**src/rtl/wide_add_sequencer.sv**
```systemverilog
// Limb sequencer for multi-precision addition through an externally registered adder.
// Each limb pair is issued, waits one cycle in the adder, and its sum is returned before the next limb is accepted.
module wide_add_sequencer #(
  parameter int W         = 64,
  parameter int MAX_LIMBS = 16,
  localparam int IW       = $clog2(MAX_LIMBS)
) (
  input  logic          clock,
  input  logic          reset,
  input  logic          in_valid,
  output logic          in_ready,
  input  logic [W-1:0]  in_a,
  input  logic [W-1:0]  in_b,
  input  logic          in_cin,
  input  logic          in_last,
  output logic [W-1:0]  add_a,
  output logic [W-1:0]  add_b,
  output logic          add_cin,
  input  logic [W-1:0]  add_s,
  input  logic          add_cout,
  output logic          out_valid,
  input  logic          out_ready,
  output logic [W-1:0]  out_sum,
  output logic [IW-1:0] out_idx,
  output logic          out_last,
  output logic          out_carry,
  output logic          out_trunc,
  output logic          busy
);

  typedef enum logic [1:0] {IDLE, EXEC, RESP} state_t;

  localparam logic [IW-1:0] LAST_IDX = IW'(MAX_LIMBS - 1);

  state_t        state;
  logic          first;
  logic [IW-1:0] idx;
  logic          carry_q;
  logic [W-1:0]  op_a;
  logic [W-1:0]  op_b;
  logic          op_cin;
  logic          op_last;
  logic          op_trunc;
  logic          in_ready_q;
  logic          out_valid_q;
  logic          busy_q;

  wire at_max = (idx == LAST_IDX);

  always_ff @(posedge clock) begin
    if (reset) begin
      state       <= IDLE;
      first       <= 1'b1;
      idx         <= '0;
      carry_q     <= 1'b0;
      op_a        <= '0;
      op_b        <= '0;
      op_cin      <= 1'b0;
      op_last     <= 1'b0;
      op_trunc    <= 1'b0;
      in_ready_q  <= 1'b1;
      out_valid_q <= 1'b0;
      busy_q      <= 1'b0;
    end else begin
      case (state)
        IDLE: begin
          if (in_valid && in_ready_q) begin
            op_a        <= in_a;
            op_b        <= in_b;
            op_cin      <= first ? in_cin : carry_q;
            // Running out of index space closes the operation even without in_last.
            op_last     <= in_last | at_max;
            op_trunc    <= ~in_last & at_max;
            in_ready_q  <= 1'b0;
            busy_q      <= 1'b1;
            state       <= EXEC;
          end
        end
        EXEC: begin
          out_valid_q <= 1'b1;
          state       <= RESP;
        end
        RESP: begin
          if (out_ready) begin
            carry_q     <= add_cout;
            if (op_last) begin
              first <= 1'b1;
              idx   <= '0;
            end else begin
              first <= 1'b0;
              idx   <= idx + IW'(1);
            end
            out_valid_q <= 1'b0;
            in_ready_q  <= 1'b1;
            busy_q      <= ~op_last;
            state       <= IDLE;
          end
        end
        default: begin
          in_ready_q  <= 1'b1;
          out_valid_q <= 1'b0;
          state       <= IDLE;
        end
      endcase
    end
  end

  // Operands stay parked on the adder so its registered result survives output stalls.
  assign add_a     = op_a;
  assign add_b     = op_b;
  assign add_cin   = op_cin;

  assign in_ready  = in_ready_q;
  assign out_valid = out_valid_q;
  assign out_sum   = add_s;
  assign out_carry = add_cout;
  assign out_idx   = idx;
  assign out_last  = op_last;
  assign out_trunc = op_trunc;
  assign busy      = busy_q;

endmodule
```
**config.mk**
```make
export PLATFORM = sky130hd
export DESIGN_NAME = wide_add_sequencer
export DESIGN_NICKNAME = d
export VERILOG_FILES = /design/src/rtl/wide_add_sequencer.sv
export SDC_FILE = /design/constraint.sdc
export NUM_CORES = 1
export LEC_CHECK = 0
export BUFFER_PORTS_ARGS = -buffer_cell sky130_fd_sc_hd__buf_4
export CAP_MARGIN = 5
export CELL_PAD_IN_SITES_DETAIL_PLACEMENT = 1
export CELL_PAD_IN_SITES_GLOBAL_PLACEMENT = 2
export CORE_UTILIZATION = 22
export DETAILED_ROUTE_END_ITERATION = 10
export GPL_ROUTABILITY_DRIVEN = 0
export PLACE_DENSITY_LB_ADDON = 0.1
export SETUP_SLACK_MARGIN = 0.05
export SLEW_MARGIN = 15
export SYNTH_ARGS = -nofsm -noshare
export SYNTH_HDL_FRONTEND = slang
export SYNTH_SLANG_ARGS = --single-unit
```
**constraint.sdc**
```tcl
create_clock -name clock -period 3.8 [get_ports clock]
set_input_delay 0.76 -clock clock [delete_from_list [all_inputs] [get_ports clock]]
set_output_delay 0.76 -clock clock [all_outputs]
set_load 0.01 [all_outputs]
```
==> flow_metrics.tcl, run 1 <==
set metrics [dict create \
    fin_setup_tns_ns 0 \
    yosysUniqueCellTypes 28 \
    p_leak_nw 3.447 \
    async_flop_share 0 \
    period_share 0.4939 \
    routedWlPerCell_um 15.39 \
    ys.flop_type "dfxtp_1" \
    syn-cell-area_um2 5495 \
    relSlewSlack 0.5276 \
    initialDrtViolationCount 178 \
    cts_tree "done" \
    clkPwrFrac 0.438 \
    antenna_found_initial 0 \
    critPathLaunchType "flip-flop" \
    pwr-share-seq 0.411 \
    num_vias 5141 \
    rrSetupSlack_ns 1.92 \
    grt_pass1_wl_um 28990 \
    grt_max_degree 126 \
    p_switching_mw 1.040 \
    reg2reg_to "out_last$_SDFFE_PP0P_" \
    portBuffers 273 \
    r2r_start "state[0]$_SDFFE_PP0P_" \
    avgSynthCellArea_um2 8.011 \
    fmax_ghz 0.5329 \
    viasPerCell 4.252 \
    clk_pin_slew_ns 0.06 \
    ios 402 \
    synth-seq-area-share 0.5173 \
    cts_sinks 142 \
    slew_viol_final 0 \
    die_h_um 160.0 \
    dp_hpwl_um 13050 \
    cp-end-kind "flip-flop" \
    yosys_register_bits 142 \
    p_int_mw 2.976 \
    power_mw 4.016 \
    synthTopCellsByArea "dfxtp_1 (52%), nand2_1 (18%), a21oi_1 (12%)" \
    final_util 0.3252 \
    ys_warn_count 0 \
    clk_path_buf_depth 2 \
    fin_crit_ns 1.877 \
    area_delta_synth_final_pct 44.35 \
    drcViolationCount 0 \
    worstPathRequired_ns 4.13 \
    rsz0062_at_grt "false" \
    multi_input_area_um2 1931 \
    grt_pass1_vias 5154 \
    antenna_left 0 \
    max_cap_viol_count 0 \
    hold_viol 0 \
    arrival_ns 2.21 \
    dp_cells 1177 \
    worstRegToRegCells 4 \
    worstHoldPathType "flip-flop to flip-flop" \
    finalWirelength_um 18610 \
    worstSetupPathType "flip-flop to flip-flop" \
    clkLatencyLatePin_ns 0.41 \
    gr-usage-all-layers 0.1445 \
    critPathMaxFanout 125 \
    vdd_ir_drop_max_mv 0.2209 \
    row_count 57 \
    yosys.area.top_type_share 0.5173 \
    synth_edf_count 0 \
    h-tree-depth 4 \
    gr-total-overflow 0 \
    cts-buffers-inserted 17 \
    drive_above_1_share 0.3548 \
    synthTopCellsByCount "nand2_1 (266), dfxtp_1 (142), a21oi_1 (134), buf_4 (76), buf_2 (17)" \
    dr.pass1.iters 4 \
    crit_path_end "out_last$_SDFFE_PP0P_" \
    core_area_um2 24390 \
    whs_ns 0.4532 \
    crit_path_start "state[0]$_SDFFE_PP0P_" \
    cts_resized 0 \
    yosysMostFrequentCell "nand2_1" \
    skew_ns 0.01098 \
    root_buffer "clkbuf_16" \
    synth_cells 686 \
    start_util 0.2253 \
    regArea_um2 2843 \
    die_area_um2 25610 \
    instances_no_fill 1209 \
    postCtsSetupRepairBufs 0 \
    p_per_area_nw_per_um2 506.2 \
    die_w_um 160.0 \
    diodes 0 \
    hold_buffers 0 \
    pwr-share-comb 0.150 \
    syn_nets 886 \
    setup_viol 0 \
    fill_cells 2929 \
    status "finished clean" \
    switching_share 0.2589 \
    final_nets 1072 \
    synth.largest_area_cell "dfxtp_1" \
    worst_pin_slew_ns 0.7085 \
]
==> stage by stage <==
stage	instance area [um2]	setup WS [ns]
final	7933	1.923
after global routing	7933	1.872
after CTS	7933	1.925
after detailed placement	7307	1.643
after global placement	7307	1.648
after floorplan	5495	2.143
==> layer usage <==
metal,GRT usage,vias up,wire length (um)
li1,-,2511,-
met1,0.1773,2397,8035
met2,0.2251,201,8565
met3,0.06156,32,1653
met4,0.05022,0,352
met5,0,-,0
==> flip-flops by register name (all words and copies together), names as in the netlist <==
signal / count
in_ready: 1
carry_q: 1
busy: 1
add_cin: 1
out_trunc: 1
add_b: 64
out_valid: 1
out_idx: 4
first: 1
out_last: 1
add_a: 64
state: 2
==> cell families (layout without fill, tap and decap cells) <==
kind of cell               after synthesis  after routing  share of synthesized area
AOI/OAI and AO/OA                      140            140                     0.1314
DFF                                    142            142                     0.5173
buffers and inverters                  112            311                     0.1350
adders and majority gates                1              1                   0.002277
and+or+nand+nor                        289            289                     0.2104
muxes                                    2              2                   0.003643
==> worst max-delay path, stage by stage (launching register included) <==
cell	delay, ns
dfxtp_1	0.39
and4bb_4	0.45
buf_12	0.37
nor2_1	0.11
a311oi_2	0.24
==> worst min-delay path by stage <==
stage,start,end,slack [ns],cells after the start
final,add_a[63]$_SDFFE_PP0P_,add_a[63]$_SDFFE_PP0P_,0.45,2
after floorplan,carry_q$_SDFFE_PP0P_,carry_q$_SDFFE_PP0P_,0.44,2
after CTS,add_a[2]$_SDFFE_PP0P_,add_a[2]$_SDFFE_PP0P_,0.46,2
after global placement,out_trunc$_SDFFE_PP0P_,out_trunc$_SDFFE_PP0P_,0.44,2
after global routing,add_a[59]$_SDFFE_PP0P_,add_a[59]$_SDFFE_PP0P_,0.47,2
after detailed placement,add_a[2]$_SDFFE_PP0P_,add_a[2]$_SDFFE_PP0P_,0.45,2
==> cell usage in the layout, fill, tap and decap left out, types with 2 or more instances in the layout <==
| master | instances |
|---|---|
| clkbuf_16 | 17 |
| mux2i_1 | 2 |
| a31oi_1 | 2 |
| buf_4 | 275 |
| bufinv_16 | 3 |
| nand3_1 | 2 |
| nor2_1 | 7 |
| inv_6 | 2 |
| a21oi_1 | 134 |
| or3_1 | 2 |
| nand2_1 | 266 |
| clkbuf_8 | 3 |
| buf_12 | 3 |
| nand3b_1 | 2 |
| dfxtp_1 | 142 |
| nor3_1 | 2 |
| clkinvlp_4 | 4 |
| clkinv_4 | 2 |
==> layout make-up <==
cell class / instances / area share
Tap cell: 324 / 0.05110
Multi-Input combinational cell: 432 / 0.2434
Sequential cell: 142 / 0.3584
Timing Repair Buffer: 278 / 0.2678
Clock buffer: 21 / 0.05931
Clock inverter: 11 / 0.01956
Inverter: 1 / 0.0004732
==> power by group through the flow <==
stage                     clock network (mW)  logic, mW  registers (mW)
final                                   1.76      0.603            1.65
after global routing                    1.89      0.668            1.67
after CTS                               1.83      0.620            1.65
after detailed placement                   0      0.620            1.69
after global placement                     0      0.605            1.68
after floorplan                            0      0.311            1.72
Note: power is estimated with default switching activity, not from simulation.
==> run 2: changes to the inputs <==
--- a/config.mk
+++ b/config.mk
@@ -9,7 +9,7 @@
 export CAP_MARGIN = 5
 export CELL_PAD_IN_SITES_DETAIL_PLACEMENT = 1
 export CELL_PAD_IN_SITES_GLOBAL_PLACEMENT = 2
-export CORE_UTILIZATION = 22
+export CORE_UTILIZATION = 18
 export DETAILED_ROUTE_END_ITERATION = 10
 export GPL_ROUTABILITY_DRIVEN = 0
 export PLACE_DENSITY_LB_ADDON = 0.1
==> constraint.sdc (replaced) <==
create_clock -name clock -period 1.65 [get_ports clock]
set_input_delay 0.33 -clock clock [delete_from_list [all_inputs] [get_ports clock]]
set_output_delay 0.33 -clock clock [all_outputs]
set_load 0.01 [all_outputs]
==> run 2 against run 1 <==
  * Register-to-register slack worse by 1.7 ns
  * Worst hold slack worse by 0.29 ns
  * Global-route usage is 2.4 points lower
  * Combinational power is 140% higher
  * Die area is 22% higher
  * Critical path depth stayed put
  * Via count is 0.19% higher
  * Critical path type unchanged
  * Largest cell class unchanged
==> flow_metrics.tcl, run 2 (synthesized netlist as in run 1, its figures left out) <==
set metrics [dict create \
    status "finished clean" \
    worstSetupPathType "flip-flop to flip-flop" \
    cp-end-kind "flip-flop" \
    dp_hpwl_um 14330 \
    grt_pass1_wl_um 29010 \
    fin_crit_ns 1.474 \
    dr.pass1.iters 4 \
    cts-buffers-inserted 17 \
    grt_pass1_vias 5159 \
    min-delay-start "in_a[47]" \
    cp_slowest_cell "and4bb_4" \
    crit_path_start "state[1]$_SDFFE_PP0P_" \
    drcViolationCount 0 \
    die_h_um 176.7 \
    worstHoldPathType "primary input to flip-flop" \
    clk_path_buf_depth 2 \
    worst_pin_slew_ns 0.3547 \
    max_cap_viol_count 0 \
    rsz0062_at_grt "false" \
    hold_buffers 0 \
    layout_commonest_cell "buf_4" \
    critical-path-top-delay-family "simple AND/OR/NAND/NOR gates" \
    antenna_found_initial 0 \
    switching_share 0.2614 \
    viasPerCell 4.018 \
    diodes 0 \
    pwr-share-seq 0.405 \
    r2r_start "state[1]$_SDFFE_PP0P_" \
    gr-total-overflow 0 \
    core_area_um2 29870 \
    p_switching_mw 2.456 \
    clkLatencyLatePin_ns 0.41 \
    power_mw 9.393 \
    p_per_area_nw_per_um2 1153 \
    initialDrtViolationCount 148 \
    p_leak_nw 3.515 \
    worstPathRequired_ns 1.93 \
    arrival_ns 1.76 \
    finalWirelength_um 19640 \
    slew_viol_final 0 \
    pwr-share-comb 0.156 \
    setup_viol 0 \
    vdd_ir_drop_max_mv 0.6670 \
    routedWlPerCell_um 15.32 \
    final_nets 1080 \
    fmax_ghz 0.6783 \
    drive_above_1_share 0.3587 \
    num_vias 5151 \
    worst-path-buf-inv 2 \
    h-tree-depth 4 \
    hold_viol 0 \
    die_w_um 176.7 \
    cp_slowest_stage_delay_ns 0.51 \
    cts_tree "done" \
    antenna_left 0 \
    p_int_mw 6.938 \
    skew_ns 0.009566 \
    portBuffers 273 \
    gr-usage-all-layers 0.1208 \
    rrSetupSlack_ns 0.18 \
    pre_cts_slack_ns 0.1542 \
    die_area_um2 31230 \
    final_cell_mix "buf_4 (275), nand2_1 (266), dfxtp_1 (142)" \
    grt_max_degree 57 \
    critPathMaxFanout 7 \
    final_util 0.2727 \
    clk_pin_slew_ns 0.07 \
    crit_chain "and4bb_4 > buf_2 > buf_4 > a311oi_2" \
    critPathLaunchType "flip-flop" \
    cts_sinks 142 \
    fin_setup_tns_ns 0 \
    start_util 0.1839 \
    clkPwrFrac 0.439 \
    area_delta_synth_final_pct 48.25 \
    row_count 63 \
    root_buffer "clkbuf_16" \
    period_share 0.8936 \
    ios 402 \
    setup_ws_ns 0.1756 \
    relSlewSlack 0.7635 \
]
## run 2: cell count changes in the layout (fill, tap and decap cells not counted)
cell        delta
clkinvlp_4     -2
clkbuf_1       +1
clkbuf_8       -3
clkinv_4       +2
buf_6          +1
bufinv_16      +1
buf_12         +6
buf_2          +1
## run 2: metal layers
metal / vias to the layer above / GRT usage / routed length [um]
li1: 2525 / - / -
met4: 0 / 0.03484 / 166
met5: - / 0 / 0
met2: 193 / 0.1933 / 9040
met3: 21 / 0.04532 / 1653
met1: 2412 / 0.1502 / 8774
## run 2: repair_timing
item                                   4_1_cts  5_1_grt
endpoints found under the hold margin        0        0
setup endpoints to repair                    0        7
setup buffers                                0        2
gates resized for setup                      0        1
## run 2: power groups by stage
stage	registers, mW	clock network, mW	logic, mW
floorplan	3.97	0	0.715
global placement	3.87	0	1.48
detailed placement	3.88	0	1.50
CTS	3.81	4.32	1.51
global route	3.83	4.47	1.63
finish	3.80	4.12	1.47
## run 2: worst paths after layout
check	to	cells past startpoint
min reg2reg	add_a[4]$_SDFFE_PP0P_	2
max	out_last$_SDFFE_PP0P_	4
min	add_a[47]$_SDFFE_PP0P_	3
max reg2reg	out_last$_SDFFE_PP0P_	4
## run 2: cell type report
| type | count | area, um2 |
|---|---|---|
| clock buffers | 19 | 432.9 |
| clock inverters | 12 | 187.7 |
| fillers | 3535 | 21730 |
| inverters | 1 | 3.754 |
| multi-input cells | 432 | 1931 |
| flip-flops and latches | 142 | 2843 |
| well taps | 390 | 488.0 |
| repair buffers | 286 | 2261 |
## run 2: metrics by stage
| step | std cells | instance area (um2) | hold WS (ns) |
|---|---|---|---|
| 6_report | 1282 | 8147 | 0.1604 |
| 5_1_grt | 1282 | 8147 | 0.1337 |
| 4_1_cts | 1280 | 8130 | 0.1282 |
| 3_5_place_dp | 1249 | 7510 | 0.4510 |
| 3_3_place_gp | 1249 | 7510 | 0.4432 |
| 2_1_floorplan | 686 | 5495 | 0.4357 |
## run 2: worst register-to-register path, delay by kind of cell (launching register included)
family          cells  cell delay [ns]
compound gates      1             0.07
flops               1             0.39
simple gates        1             0.51
buf+inv             2             0.37
